**config.mk**
```make
export PLATFORM = sky130hd
export DESIGN_NAME = dmem_ctrl
export DESIGN_NICKNAME = d
export VERILOG_FILES = /design/src/rtl/dmem_ctrl.sv
export SDC_FILE = /design/constraint.sdc
export NUM_CORES = 1
export LEC_CHECK = 0
export ABC_AREA = 0
export ABC_CLOCK_PERIOD_IN_PS = 4100
export BUFFER_PORTS_ARGS = -buffer_cell sky130_fd_sc_hd__buf_4
export CORE_ASPECT_RATIO = 0.7
export CORE_UTILIZATION = 44
export CTS_CLUSTER_DIAMETER = 200
export CTS_CLUSTER_SIZE = 40
export DETAILED_ROUTE_END_ITERATION = 7
export GPL_TIMING_DRIVEN = 0
export PLACE_DENSITY = 0.89
export SYNTH_ARGS = -nofsm -noshare
export SYNTH_HDL_FRONTEND = slang
export SYNTH_SLANG_ARGS = --single-unit
```
**constraint.sdc**
```tcl
create_clock -name clk -period 4.1 [get_ports clk]
set_input_delay 0.82 -clock clk [delete_from_list [all_inputs] [get_ports clk]]
set_output_delay 0.82 -clock clk [all_outputs]
set_load 0.05 [all_outputs]
```
**src/rtl/dmem_ctrl.sv**
```systemverilog
// Data-memory access controller between the MEM stage and a single-port sync RAM (DMEM_ALIGN_CHECK_EN adds misalign trap).
// Latency: 3+WAIT_STATES cycles per access; mem_din registered, valid in the DONE cycle.
// Backpressure: mem_stall holds the pipeline from request until DONE; requests are not sampled outside IDLE.
module dmem_ctrl #(
    parameter int ADDR_WIDTH  = 10,
    parameter int WAIT_STATES = 2
) (
    input  logic                  clk,
    input  logic                  rst,
    input  logic                  mem_ren,
    input  logic                  mem_wen,
    input  logic [31:0]           mem_addr,
    input  logic [31:0]           mem_dout,
    output logic [31:0]           mem_din,
    output logic                  mem_stall,
    output logic                  align_err,
    output logic                  ram_en,
    output logic                  ram_we,
    output logic [ADDR_WIDTH-1:0] ram_addr,
    output logic [31:0]           ram_wdata,
    input  logic [31:0]           ram_rdata
);

    typedef enum logic [1:0] {IDLE, ACCESS, WAIT, DONE} state_t;

    state_t     state;
    state_t     state_nxt;
    logic [2:0] wait_cnt;
    logic       req;
    logic       misaligned;
    logic       last_cyc;
    logic       unused_addr;

    assign req = mem_ren | mem_wen;

`ifdef DMEM_ALIGN_CHECK_EN
    assign misaligned = (mem_addr[1:0] != 2'b00);
`else
    assign misaligned = 1'b0;
`endif

    assign unused_addr = ^{mem_addr[31:ADDR_WIDTH+2], mem_addr[1:0]};

    always_ff @(posedge clk or posedge rst) begin
        if (rst) begin
            state <= IDLE;
        end else begin
            state <= state_nxt;
        end
    end

    always_comb begin
        state_nxt = state;
        mem_stall = 1'b0;
        last_cyc  = 1'b0;
        case (state)
            IDLE: begin
                // Reset forces the stall low even if the MEM stage still presents a request.
                mem_stall = req & ~rst;
                if (req) begin
                    state_nxt = misaligned ? DONE : ACCESS;
                end
            end
            ACCESS: begin
                mem_stall = 1'b1;
                if (WAIT_STATES == 0) begin
                    state_nxt = DONE;
                    last_cyc  = 1'b1;
                end else begin
                    state_nxt = WAIT;
                end
            end
            WAIT: begin
                mem_stall = 1'b1;
                if (wait_cnt == 3'd1) begin
                    state_nxt = DONE;
                    last_cyc  = 1'b1;
                end
            end
            DONE: begin
                state_nxt = IDLE;
            end
            default: begin
                state_nxt = IDLE;
            end
        endcase
    end

    always_ff @(posedge clk or posedge rst) begin
        if (rst) begin
            ram_en    <= 1'b0;
            ram_we    <= 1'b0;
            ram_addr  <= '0;
            ram_wdata <= '0;
            mem_din   <= '0;
            align_err <= 1'b0;
            wait_cnt  <= '0;
        end else begin
            ram_en    <= 1'b0;
            align_err <= 1'b0;
            case (state)
                IDLE: begin
                    if (req) begin
                        if (misaligned) begin
                            align_err <= 1'b1;
                        end else begin
                            // A simultaneous read+write is treated as a write.
                            ram_en    <= 1'b1;
                            ram_we    <= mem_wen;
                            ram_addr  <= mem_addr[ADDR_WIDTH+1:2];
                            ram_wdata <= mem_dout;
                        end
                    end
                end
                ACCESS: begin
                    wait_cnt <= 3'(WAIT_STATES);
                end
                WAIT: begin
                    wait_cnt <= wait_cnt - 3'd1;
                end
                default: begin
                end
            endcase
            if (last_cyc && !ram_we) begin
                mem_din <= ram_rdata;
            end
        end
    end

endmodule

```
==> flow_metrics.py, run 1 <==
metrics = {
    "floorplan": {
        "placementRows": 25,
        "pin_count": 178,
        "dieArea_sq_um": 7530,
        "fp.dieH_um": 72.9,
        "die_w_um": 103,
        "coreArea_sq_um": 6850,
        "start_util_pct": 46.2,
    },
    "clock_tree": {
        "cts_root_buf": "clkbuf_8",
        "cts-resized-gates": 0,
        "clk_latency_ns": 0.35,
        "clock_path_buffers": 2,
        "clkSlewWorstSetupHoldPaths_ns": 0.08,
        "cts_buffers": 9,
        "ctsHoldBuffers": 0,
        "tritoncts_num_sinks": 81,
        "htreeDepth": 3,
        "cts_tree": "built",
        "post_cts_buffers": 0,
    },
    "setup_path": {
        "endpoint_kind": "output pin",
        "crit_chain": "buf_4 > clkinvlp_4 > buf_12 > a21oi_1 > nor2_1 > buf_4",
        "r2r_end": "mem_din[0]",
        "r2r_slack_ns": 2.18,
        "cp_num_buf_inv": 4,
        "critPathSlowestCell": "clkinvlp_4",
        "critPathLaunchType": "primary input",
        "crit_required_ns": 3.28,
        "path_max_fanout": 31,
        "max_stage_delay_ns": 0.44,
        "critPathKind": "primary input to output pin",
        "crit_top_cell": "buf_4",
        "ff2ff_path_depth": 5,
        "reg2reg_from": "state[0]",
        "cp_top_family": "buffers and inverters",
        "cp.arrival_ns": 2.11,
    },
    "sta": {
        "fin_crit_ns": 2.93,
        "slew_headroom_pct": 63.8,
        "min_period_over_period_pct": 71.4,
        "worst_slew_pin_slew_ns": 0.542,
        "setup_viol": 0,
        "setup_tns_ns": 0,
        "fin_skew_ns": 0.00499,
        "timing.final.ws_setup_ns": 1.17,
        "hold_viol": 0,
        "report.final.slew_viol_count": 0,
        "rsz0062_at_grt": "no",
        "max_freq_mhz": 342,
    },
    "hold_path": {
        "holdPathStages": 2,
        "hp-class": "flip-flop to flip-flop",
        "hp-start": "ram_wdata[2]",
        "hold_end": "ram_wdata[2]",
    },
    "route": {
        "routed_wl_mm": 7.84,
        "wl_per_cell_um": 14.3,
        "first_pass_iters": 4,
        "drtIter0Drc": 44,
        "vias_per_cell": 4.73,
        "antenna_left": 0,
        "route.detailed.drc": 0,
        "vias": 2595,
    },
    "global_routing": {
        "antenna_found_initial": 0,
        "grt_pass1_wl_mm": 11.6,
        "grt_pass1_vias": 2528,
        "grt_remaining_overflow": 0,
        "globalRouteTotalUtil_pct": 20.8,
        "grt_start_max_net_pins": 32,
    },
    "synthesis": {
        "ys_ff_latch": 81,
        "syn-mean-instance-area_sq_um": 11.1,
        "syn_nets": 389,
        "ys_types": 23,
        "syn_area_sq_um": 3160,
        "synth_seq_area_share_pct": 64.1,
        "syn_inst": 284,
        "yosysWarnings": 0,
    },
    "placed_design": {
        "preCtsSetupSlack_ns": 1.13,
        "place_inst": 534,
        "port_buffers": 154,
        "dp_hpwl_mm": 5.97,
        "finalWeightedCongestion": 0.739,
    },
    "power": {
        "power_density_nw_per_um2": 892,
        "p_leak_nw": 2.60,
        "vdd_drop_max_mv": 0.705,
    },
    "flow_run": {
        "cap_violations": 0,
    },
    "status": {
        "status": "finished, final reports clean",
    },
    "layout": {
        "antenna_cells": 0,
        "drive_above_1_share_pct": 45.3,
        "stdcell_count": 549,
        "syn_to_final_growth_pct": 48.6,
        "final_core_util_pct": 68.6,
        "nets": 556,
    },
}
logic make-up after synthesis:
kind of cell / Yosys count / synth area share [%]
AOI/OAI and AO/OA: 8 / 1.74
adders and majority gates: 5 / 1.98
buffers and inverters: 20 / 3.21
DFF: 81 / 64.1
muxes: 33 / 11.8
other: 1 / 0.119
and+or+nand+nor: 136 / 17.1
metrics by stage:
step	cell area (sq um)	hold slack [ns]	power, mW
global route	4700	0.500	4.39
floorplan	3170	0.489	2.83
global placement	4440	0.460	3.49
detailed placement	4480	0.464	3.58
finish	4700	0.481	4.19
CTS	4700	0.484	4.22
sequential cells by signal, summed over array words and instances, names as in the netlist:
signal,cells
ram_wdata,32
wait_cnt,3
ram_we,1
ram_en,1
mem_din,32
state,2
ram_addr,10
placed cells by master, fill, tap and decap left out, types with 2 or more instances in the layout:
master,netlist,final
clkbuf_1,9,9
mux2_2,26,26
dfrtp_1,81,81
nor2_1,3,3
buf_4,1,155
mux2_1,7,7
inv_1,6,5
bufinv_16,0,2
buf_12,0,2
nand2_1,129,129
ha_1,5,5
clkinvlp_4,0,3
buf_6,3,3
o21ai_0,2,2
clkbuf_8,0,10
synth_stat cells (all sizes together):
cell type  count  area [sq um]
nand2        129           484
dfrtp         81          2030
mux2          33           372
clkbuf         9          33.8
inv            7          26.3
ha             5          62.6
buf            4          41.3
nor2           3          11.3
o21ai          3          18.8
a21oi          1          5.00
a22oi          1          7.51
a31oi          1          6.26
conb           1          3.75
nand2b         1          13.8
nand3          1          5.00
nand3b         1          7.51
nor3b          1          18.8
o22a           1          8.76
o2bb2ai        1          8.76
how the worst max path moves through the flow:
stage,depth (start not counted),to,from
after CTS,6,mem_stall,rst
final,6,mem_stall,rst
after global placement,5,mem_stall,rst
after detailed placement,6,mem_stall,rst
after floorplan,3,mem_stall,rst
after global routing,6,mem_stall,rst
power by group:
part | internal, mW | switching, mW | leakage [nW] | total [mW]
combinational | 0.674 | 1.59 | 1.46 | 2.26
clock | 0.355 | 0.281 | 0.104 | 0.636
sequential | 1.11 | 0.178 | 1.03 | 1.29
tightest hold or removal path: stages (launching register included):
cell,delay [ns]
dfrtp_1,0.35
nand2_1,0.05
nand2_1,0.06
metal layers:
| layer | vias to the layer above | share of wire [%] | track usage (%) |
|---|---|---|---|
| met2 | 111 | 49 | 36.3 |
| met4 | 0 | 0.96 | 6.89 |
| met3 | 7 | 8.7 | 8.72 |
| met5 | - | 0 | 0 |
| met1 | 1247 | 41 | 23.2 |
| li1 | 1230 | - | - |
cell type report:
| type | count | area (sq um) |
|---|---|---|
| plain buffers | 13 | 75.1 |
| clock buffers | 10 | 138 |
| clock inverters | 5 | 80.1 |
| fillers | 528 | 2150 |
| inverters | 7 | 30.0 |
| multi-input cells | 183 | 1030 |
| flip-flops and latches | 81 | 2030 |
| well taps | 94 | 118 |
| repair buffers | 156 | 1200 |
No activity file was read; power rests on OpenSTA's default activity.
==> run 2, diff against run 1 <==
--- a/config.mk
+++ b/config.mk
@@ -6,7 +6,7 @@
 export NUM_CORES = 1
 export LEC_CHECK = 0
 export ABC_AREA = 0
-export ABC_CLOCK_PERIOD_IN_PS = 4100
+export ABC_CLOCK_PERIOD_IN_PS = 2800
 export BUFFER_PORTS_ARGS = -buffer_cell sky130_fd_sc_hd__buf_4
 export CORE_ASPECT_RATIO = 0.7
 export CORE_UTILIZATION = 44
==> constraint.sdc (replaced) <==
create_clock -name clk -period 2.8 [get_ports clk]
set_input_delay 0.56 -clock clk [delete_from_list [all_inputs] [get_ports clk]]
set_output_delay 0.56 -clock clk [all_outputs]
set_load 0.05 [all_outputs]
==> flow_metrics.py, run 2 (synthesis results as in run 1) <==
metrics = {
    "placed_design": {
        "preCtsSetupSlack_ns": 0.521,
        "placed_area_sq_um": 4480,
        "finalWeightedCongestion": 0.742,
        "dp_hpwl_mm": 5.77,
        "port_buffers": 154,
    },
    "clock_tree": {
        "tritoncts_num_sinks": 81,
        "cts_root_buf": "clkbuf_8",
        "clock_path_buffers": 2,
        "cts-resized-gates": 0,
        "post_cts_buffers": 0,
        "cts_tree": "built",
        "clk_latency_ns": 0.34,
        "cts_buffers": 9,
        "ctsHoldBuffers": 0,
        "clkSlewWorstSetupHoldPaths_ns": 0.08,
        "htreeDepth": 3,
    },
    "sta": {
        "fin_skew_ns": 0.00853,
        "timing.final.ws_setup_ns": 0.425,
        "hold_viol": 0,
        "min_period_over_period_pct": 84.8,
        "setup_viol": 0,
        "max_freq_mhz": 421,
        "report.final.slew_viol_count": 0,
        "rsz0062_at_grt": "no",
        "fin_crit_ns": 2.38,
    },
    "global_routing": {
        "antenna_found_initial": 0,
        "grt_pass1_wl_mm": 11.2,
        "grt_pass1_vias": 2466,
        "globalRouteTotalUtil_pct": 20.1,
        "grt_remaining_overflow": 0,
        "grt_start_max_net_pins": 37,
    },
    "layout": {
        "multiInputGateArea_sq_um": 1040,
        "antenna_cells": 0,
        "seqCellArea_sq_um": 2030,
        "final_cell_mix": "buf_4 (155), nand2_1 (129), dfrtp_1 (81)",
        "nets": 556,
        "drive_above_1_share_pct": 45.4,
        "n_fill_cell": 516,
        "mostFrequentLayoutCell": "buf_4",
        "syn_to_final_growth_pct": 49.0,
        "top_regs": "mem_din: 32 flops, ram_wdata: 32 flops, ram_addr: 10 flops",
        "final_area_sq_um": 4710,
    },
    "setup_path": {
        "cp.arrival_ns": 1.82,
        "ff2ff_path_depth": 5,
        "crit_required_ns": 2.24,
        "critPathKind": "flip-flop to output pin",
        "critPathLaunchType": "flip-flop",
        "r2r_end": "mem_din[14]",
        "path_max_fanout": 8,
        "reg2reg_from": "state[0]",
        "endpoint_kind": "output pin",
        "r2r_slack_ns": 0.93,
        "crit_start": "state[0]",
    },
    "route": {
        "first_pass_iters": 4,
        "vias": 2547,
        "drtIter0Drc": 50,
        "route.detailed.drc": 0,
        "antenna_left": 0,
        "routed_wl_mm": 7.39,
        "vias_per_cell": 4.63,
        "wl_per_cell_um": 13.4,
    },
    "hold_path": {
        "hp-class": "primary input to async pin",
    },
    "flow_run": {
        "cap_violations": 0,
    },
    "power": {
        "power_density_nw_per_um2": 1300,
        "vdd_drop_max_mv": 0.787,
        "p_leak_nw": 2.60,
    },
    "floorplan": {
        "die_w_um": 103,
        "placementRows": 25,
        "fp.dieH_um": 72.9,
        "pin_count": 178,
        "dieArea_sq_um": 7530,
        "coreArea_sq_um": 6850,
        "start_util_pct": 46.2,
    },
    "status": {
        "status": "finished, final reports clean",
    },
}
[run 2: layer usage]
layer / wire [um] / GRT usage (%)
met5: 0 / 0
met4: 146 / 8.61
met3: 694 / 8.52
met2: 3570 / 34.4
met1: 2970 / 22.1
[run 2: final cells by class]
type / instances / share of cell area [%]
Timing Repair Buffer: 156 / 25.4
Tap cell: 94 / 2.50
Clock inverter: 5 / 1.86
Inverter: 7 / 0.637
Buffer: 13 / 1.59
Sequential cell: 81 / 43.0
Clock buffer: 11 / 3.00
Multi-Input combinational cell: 183 / 22.0
[run 2: how the worst max path moves through the flow]
stage	to	slack (ns)	cells past startpoint
3_5_place_dp	mem_stall	0.52	6
4_1_cts	mem_stall	0.38	7
2_1_floorplan	mem_stall	0.02	3
3_3_place_gp	mem_stall	-0.53	5
6_report	mem_stall	0.42	7
5_1_grt	mem_stall	0.29	7
[run 2: where the power goes]
| group | internal, mW | switching [mW] | leakage [nW] |
|---|---|---|---|
| clock | 0.535 | 0.420 | 0.112 |
| sequential | 1.63 | 0.258 | 1.03 |
| combinational | 0.990 | 2.31 | 1.46 |
| total | 3.15 | 2.98 | 2.60 |
[run 2: worst max-delay path: stages (launching register included)]
cell and delay [ns]:
dfrtp_1 0.38, inv_1 0.07, ha_1 0.25, o21ai_2 0.19, inv_2 0.19, a21oi_2 0.17, nor2_1 0.05, buf_4 0.18
[run 2: metrics by stage]
stage | std cells | utilization [%] | power (mW) | setup TNS [ns] | hold slack (ns)
3_3_place_gp | 532 | 64.9 | 5.12 | -0.535 | 0.460
5_1_grt | 550 | 68.8 | 6.47 | 0 | 0.221
3_5_place_dp | 534 | 65.4 | 5.23 | 0 | 0.463
2_1_floorplan | 284 | - | 4.15 | 0 | 0.489
4_1_cts | 550 | 68.8 | 6.20 | 0 | 0.192
6_report | 550 | 68.8 | 6.13 | 0 | 0.208
